$ cat config.mk
export PLATFORM = sky130hd
export DESIGN_NAME = sop_exhaustive_scanner
export DESIGN_NICKNAME = d
export VERILOG_FILES = /design/src/rtl/sop_scan_pkg.sv /design/src/rtl/sop_scan_settle_timer.sv /design/src/rtl/sop_exhaustive_scanner.sv
export SDC_FILE = /design/constraint.sdc
export NUM_CORES = 1
export LEC_CHECK = 0
export ABC_AREA = 1
export CAP_MARGIN = 0
export CORE_UTILIZATION = 45
export CTS_CLUSTER_DIAMETER = 30
export DETAILED_ROUTE_END_ITERATION = 8
export PLACE_DENSITY = 0.7
export SETUP_SLACK_MARGIN = 0.05
export SLEW_MARGIN = 20
export SYNTH_ARGS = -nofsm -noshare
export SYNTH_HDL_FRONTEND = slang
export SYNTH_SLANG_ARGS = --single-unit
$ cat constraint.sdc
create_clock -name clk -period 2.31 [get_ports clk]
set_input_delay 0.693 -clock clk [delete_from_list [all_inputs] [get_ports clk]]
set_output_delay 0.693 -clock clk [all_outputs]
set_load 0.02 [all_outputs]
$ cat src/rtl/sop_scan_pkg.sv
// Shared encodings and widths for the SOP exhaustive truth-table scanner.
package sop_scan_pkg;

    localparam int unsigned N_IN  = 4;
    localparam int unsigned TT_W  = 16;
    localparam int unsigned CNT_W = 5;
    localparam int unsigned TMR_W = 8;

    typedef enum logic [1:0] {
        IDLE   = 2'd0,
        SETTLE = 2'd1,
        SAMPLE = 2'd2,
        DONE   = 2'd3
    } scan_state_e;

endpackage

$ cat src/rtl/sop_scan_settle_timer.sv
// Loadable settle down-counter; expired pulses on the last settle cycle of a vector.
module sop_scan_settle_timer
    import sop_scan_pkg::*;
#(
    parameter int unsigned SETTLE_CYCLES = 2
) (
    input  logic clk,
    input  logic rst,
    input  logic load,
    output logic expired
);

    logic [TMR_W-1:0] cnt;
    logic [TMR_W-1:0] cnt_d;

    // Load sets the full hold count; otherwise count down and rest at zero.
    always_comb begin
        cnt_d = cnt;
        if (load) begin
            cnt_d = TMR_W'(SETTLE_CYCLES);
        end else if (cnt != '0) begin
            cnt_d = cnt - TMR_W'(1);
        end
    end

    always_ff @(posedge clk or posedge rst) begin
        if (rst) begin
            cnt     <= '0;
            expired <= 1'b0;
        end else begin
            cnt     <= cnt_d;
            expired <= (cnt_d == TMR_W'(1));
        end
    end

endmodule

$ cat src/rtl/sop_exhaustive_scanner.sv
// Walks the SOP block through all 16 input vectors, captures F into a truth table
// and scores it against the expected table latched at start.
module sop_exhaustive_scanner
    import sop_scan_pkg::*;
#(
    parameter int unsigned SETTLE_CYCLES = 2
) (
    input  logic              clk,
    input  logic              rst,
    input  logic              start,
    input  logic [TT_W-1:0]   expected_tt,
    output logic [N_IN-1:0]   abcd,
    input  logic              f_in,
    output logic              busy,
    output logic              done,
    output logic [TT_W-1:0]   tt_out,
    output logic              match,
    output logic [CNT_W-1:0]  mismatch_count,
    output logic [N_IN-1:0]   first_fail_idx
);

    localparam logic [N_IN-1:0] LAST_IDX = N_IN'(TT_W - 1);

    scan_state_e       state_q;
    scan_state_e       state_d;
    logic [N_IN-1:0]   idx;
    logic [TT_W-1:0]   exp_q;
    logic              timer_load;
    logic              timer_expired;
    logic              sample_miss;

    sop_scan_settle_timer #(
        .SETTLE_CYCLES (SETTLE_CYCLES)
    ) u_settle_timer (
        .clk     (clk),
        .rst     (rst),
        .load    (timer_load),
        .expired (timer_expired)
    );

    always_ff @(posedge clk or posedge rst) begin
        if (rst) begin
            state_q <= IDLE;
        end else begin
            state_q <= state_d;
        end
    end

    // Next state; the settle timer reloads on every entry into SETTLE.
    always_comb begin
        state_d     = state_q;
        timer_load  = 1'b0;
        sample_miss = (f_in != exp_q[idx]);
        case (state_q)
            IDLE: begin
                if (start) begin
                    state_d    = SETTLE;
                    timer_load = 1'b1;
                end
            end
            SETTLE: begin
                if (timer_expired) begin
                    state_d = SAMPLE;
                end
            end
            SAMPLE: begin
                if (idx == LAST_IDX) begin
                    state_d = DONE;
                end else begin
                    state_d    = SETTLE;
                    timer_load = 1'b1;
                end
            end
            DONE: begin
                state_d = IDLE;
            end
            default: begin
                state_d = IDLE;
            end
        endcase
    end

    // Datapath and registered outputs, updated on the same edges as the state.
    always_ff @(posedge clk or posedge rst) begin
        if (rst) begin
            abcd           <= '0;
            busy           <= 1'b0;
            done           <= 1'b0;
            tt_out         <= '0;
            match          <= 1'b0;
            mismatch_count <= '0;
            first_fail_idx <= '0;
            idx            <= '0;
            exp_q          <= '0;
        end else begin
            done <= 1'b0;
            case (state_q)
                IDLE: begin
                    abcd <= '0;
                    if (start) begin
                        exp_q          <= expected_tt;
                        tt_out         <= '0;
                        mismatch_count <= '0;
                        first_fail_idx <= '0;
                        match          <= 1'b0;
                        idx            <= '0;
                        busy           <= 1'b1;
                    end
                end
                SETTLE: begin
                    abcd <= idx;
                end
                SAMPLE: begin
                    tt_out[idx] <= f_in;
                    if (sample_miss) begin
                        mismatch_count <= mismatch_count + CNT_W'(1);
                        if (mismatch_count == '0) begin
                            first_fail_idx <= idx;
                        end
                    end
                    if (idx == LAST_IDX) begin
                        // Final verdict folds in this last sample.
                        done  <= 1'b1;
                        match <= !sample_miss && (mismatch_count == '0);
                        abcd  <= '0;
                    end else begin
                        idx  <= idx + N_IN'(1);
                        abcd <= idx + N_IN'(1);
                    end
                end
                DONE: begin
                    busy <= 1'b0;
                    idx  <= '0;
                    abcd <= '0;
                end
                default: begin
                    busy <= 1'b0;
                    abcd <= '0;
                end
            endcase
        end
    end

endmodule

==> flow_metrics.py <==
metrics = {
    "outcome": {
        "run_status": "completed",
    },
    "finish": {
        "nFillCells": 576,
        "areaGrowthSynthToFinish_pct": 24.8,
        "finalNetCount": 451,
        "drive_above_1_share_pct": 11.0,
        "fin_cells": 503,
        "finish.utilization_pct": 59.8,
        "antenna_cells": 0,
    },
    "logic_synthesis": {
        "synthTopCellsByArea": "dfrtp_1 51%, nand2_1 11%, nor2_1 4.9%",
        "synth_nets": 394,
        "yosysTopAreaCell": "dfrtp_1",
        "yosys_warnings": 0,
        "ys_seq_area_share_pct": 50.6,
        "synth_top_area_share_pct": 50.6,
        "synth_ff_type": "dfrtp_1",
        "synth_common_cells": "89 x nand2_1, 63 x dfrtp_1, 41 x nor2_1",
        "async_flop_share_pct": 100,
        "syn_inst": 366,
        "avgSynthCellArea_sq_um": 8.51,
        "syn_area_sq_um": 3110,
        "synth_seq_cells": 63,
        "yosysMostFrequentCell": "nand2_1",
        "ys_types": 33,
        "synth_edf_count": 0,
    },
    "critical_path": {
        "r2r_setup_slack_ps": 460,
        "startpoint_type": "flop",
        "r2r_start": "state_q[0]",
        "critPathRequiredTime_ps": 1620,
        "cpMaxStageDelayCell": "clkdlybuf4s50_1",
        "path_delay_family": "buffers and inverters",
        "crit_path_start": "mismatch_count[2]",
        "worstSetupPathType": "flop to output port",
        "path_cells": "clkdlybuf4s50_1",
        "arrival_ps": 1430,
        "worstSetupEndpointType": "output port",
        "r2r-end": "idx[0]",
        "max_stage_delay_ps": 640,
        "cp_max_fo": 6,
        "critical_path_buf_inv_count": 1,
        "r2r_cells": 5,
    },
    "placed_design": {
        "dp_cells": 489,
        "dp_hpwl_um": 4770,
        "numPortBuffers": 51,
        "gp_congestion": 0.829,
    },
    "timing": {
        "slew_viol_final": 0,
        "skew_ps": 4.56,
        "hold_violations": 0,
        "rsz0062_at_grt": "false",
        "timing.hold.ws_ps": 471,
        "fmax_mhz": 472,
        "slew_headroom_pct": 70.7,
        "period_share_pct": 91.7,
        "period_needed_ps": 2120,
        "totalNegativeSetupSlack_ps": 0,
        "tightest_slew_ps": 436,
        "setup_viol": 0,
    },
    "routing": {
        "drtIter0Drc": 156,
        "wirelength_um": 6700,
        "viasPerCell": 5.09,
        "drt_first_pass_iters": 4,
        "top_layer": "met4",
        "m1WireLength_um": 3180,
        "drc": 0,
        "routed-wl-met3_um": 344,
        "num_vias": 2559,
        "post_drt_wl_per_cell_um": 13.3,
        "routed-wl-met2_um": 3120,
        "ant_nets": 0,
    },
    "power_and_ir_drop": {
        "total_power_mw": 4.10,
        "ir_drop_mv": 0.709,
        "powerDensity_nw_per_um2": 1060,
        "leakage_nw": 1.83,
    },
    "worst_hold_path": {
        "min_delay_path_depth": 1,
        "hp-start": "u_settle_timer.expired",
        "whs_endpoint": "state_q[0]",
        "holdCritPathClass": "flop to flop",
    },
    "global_route": {
        "grt_max_degree": 40,
        "grt_pass1_vias": 2485,
        "grt_overflow_total": 0,
        "antenna_found_initial": 0,
        "grt_pass1_wl_um": 11600,
        "grt_util_all_layers_pct": 20.5,
    },
    "clock_tree": {
        "clock-root-buffer": "clkbuf_8",
        "h-tree-depth": 3,
        "cts_resized": 0,
        "cts_max_path_buffers": 2,
        "cts.sinks": 63,
        "ctsHoldBuffers": 0,
        "clk-insertion-delay-late_ps": 330,
        "numCtsBuffers": 9,
        "cts.clk_slew.worst_paths_ps": 60,
        "postCtsSetupRepairBufs": 0,
        "cts_tree": "done",
    },
    "floorplan": {
        "start_util_pct": 47.9,
        "rows": 29,
        "die_area_sq_um": 7250,
        "die_w_um": 85.2,
        "ios": 52,
        "core_sq_um": 6490,
        "die_h_um": 85.2,
    },
    "flow_run": {
        "maxCapViolations": 0,
    },
}
placed cells by master, fill, tap and decap left out, types with 5 or more instances in the layout:
master,synthesis,final
nand2_1,89,89
dfrtp_1,63,63
clkdlybuf4s50_1,0,51
nor2_1,41,41
nand3_1,26,26
inv_1,26,25
o21ai_0,18,18
o21ai_1,17,17
clkbuf_8,0,11
inv_2,8,8
o211ai_1,8,8
a21oi_1,8,8
ha_1,8,8
nand2_2,7,7
xor2_1,7,7
o22ai_1,5,5
nand2_4,5,5
through the flow:
stage          area [sq um]  setup WS, ps
6_report               3890           192
5_1_grt                3890           130
4_1_cts                3890           172
3_5_place_dp           3720           259
3_3_place_gp           3720           275
2_1_floorplan          3120           767
per-layer routing:
metal / GRT usage, % / vias up
met4: 5.70 / 0
met3: 5.93 / 4
met5: 0 / -
met1: 27.9 / 1193
met2: 32.2 / 66
li1: - / 1296
cell type report:
cell class / count / area (sq um) / area share, %
sequential: 63 / 1580 / 40.6
multi-input combinational: 255 / 1320 / 33.9
clock inverter: 1 / 5.00 / 0.129
clock buffer: 13 / 159 / 4.09
timing repair buffer: 57 / 581 / 14.9
tap: 77 / 96.3 / 2.48
inverter: 37 / 150 / 3.86
registers in the layout, indices dropped and copies added, names as in the netlist:
name and flops:
abcd 4, u_settle_timer.expired 1, done 1, mismatch_count 5, state_q 2, idx 4
exp_q 16, match 1, busy 1, first_fail_idx 4, tt_out 16, u_settle_timer.cnt 8
cell families after synthesis:
logic type	count (synthesis)	share of synthesized area, %
and+or+nand+nor	180	26.2
DFF	63	50.6
AOI/OAI and AO/OA	57	10.1
buffers and inverters	48	6.99
xor gates and xnor gates	10	2.81
adders and majority gates	8	3.22
where the power goes:
group	leakage, nW	switching (mW)	total [mW]	internal, mW
registers	0.832	0.178	1.58	1.40
logic	0.909	1.06	1.70	0.635
clock network	0.0854	0.388	0.823	0.435
how the worst max path moves through the flow:
| stage | end | slack (ps) | depth (start not counted) |
|---|---|---|---|
| after floorplan | mismatch_count[2] | 770 | 14 |
| after global placement | u_settle_timer.expired | 280 | 9 |
| after detailed placement | u_settle_timer.expired | 260 | 9 |
| after CTS | mismatch_count[2] | 170 | 1 |
| after global routing | mismatch_count[2] | 130 | 1 |
| final | mismatch_count[2] | 190 | 1 |
No activity file was read; power rests on OpenSTA's default activity.
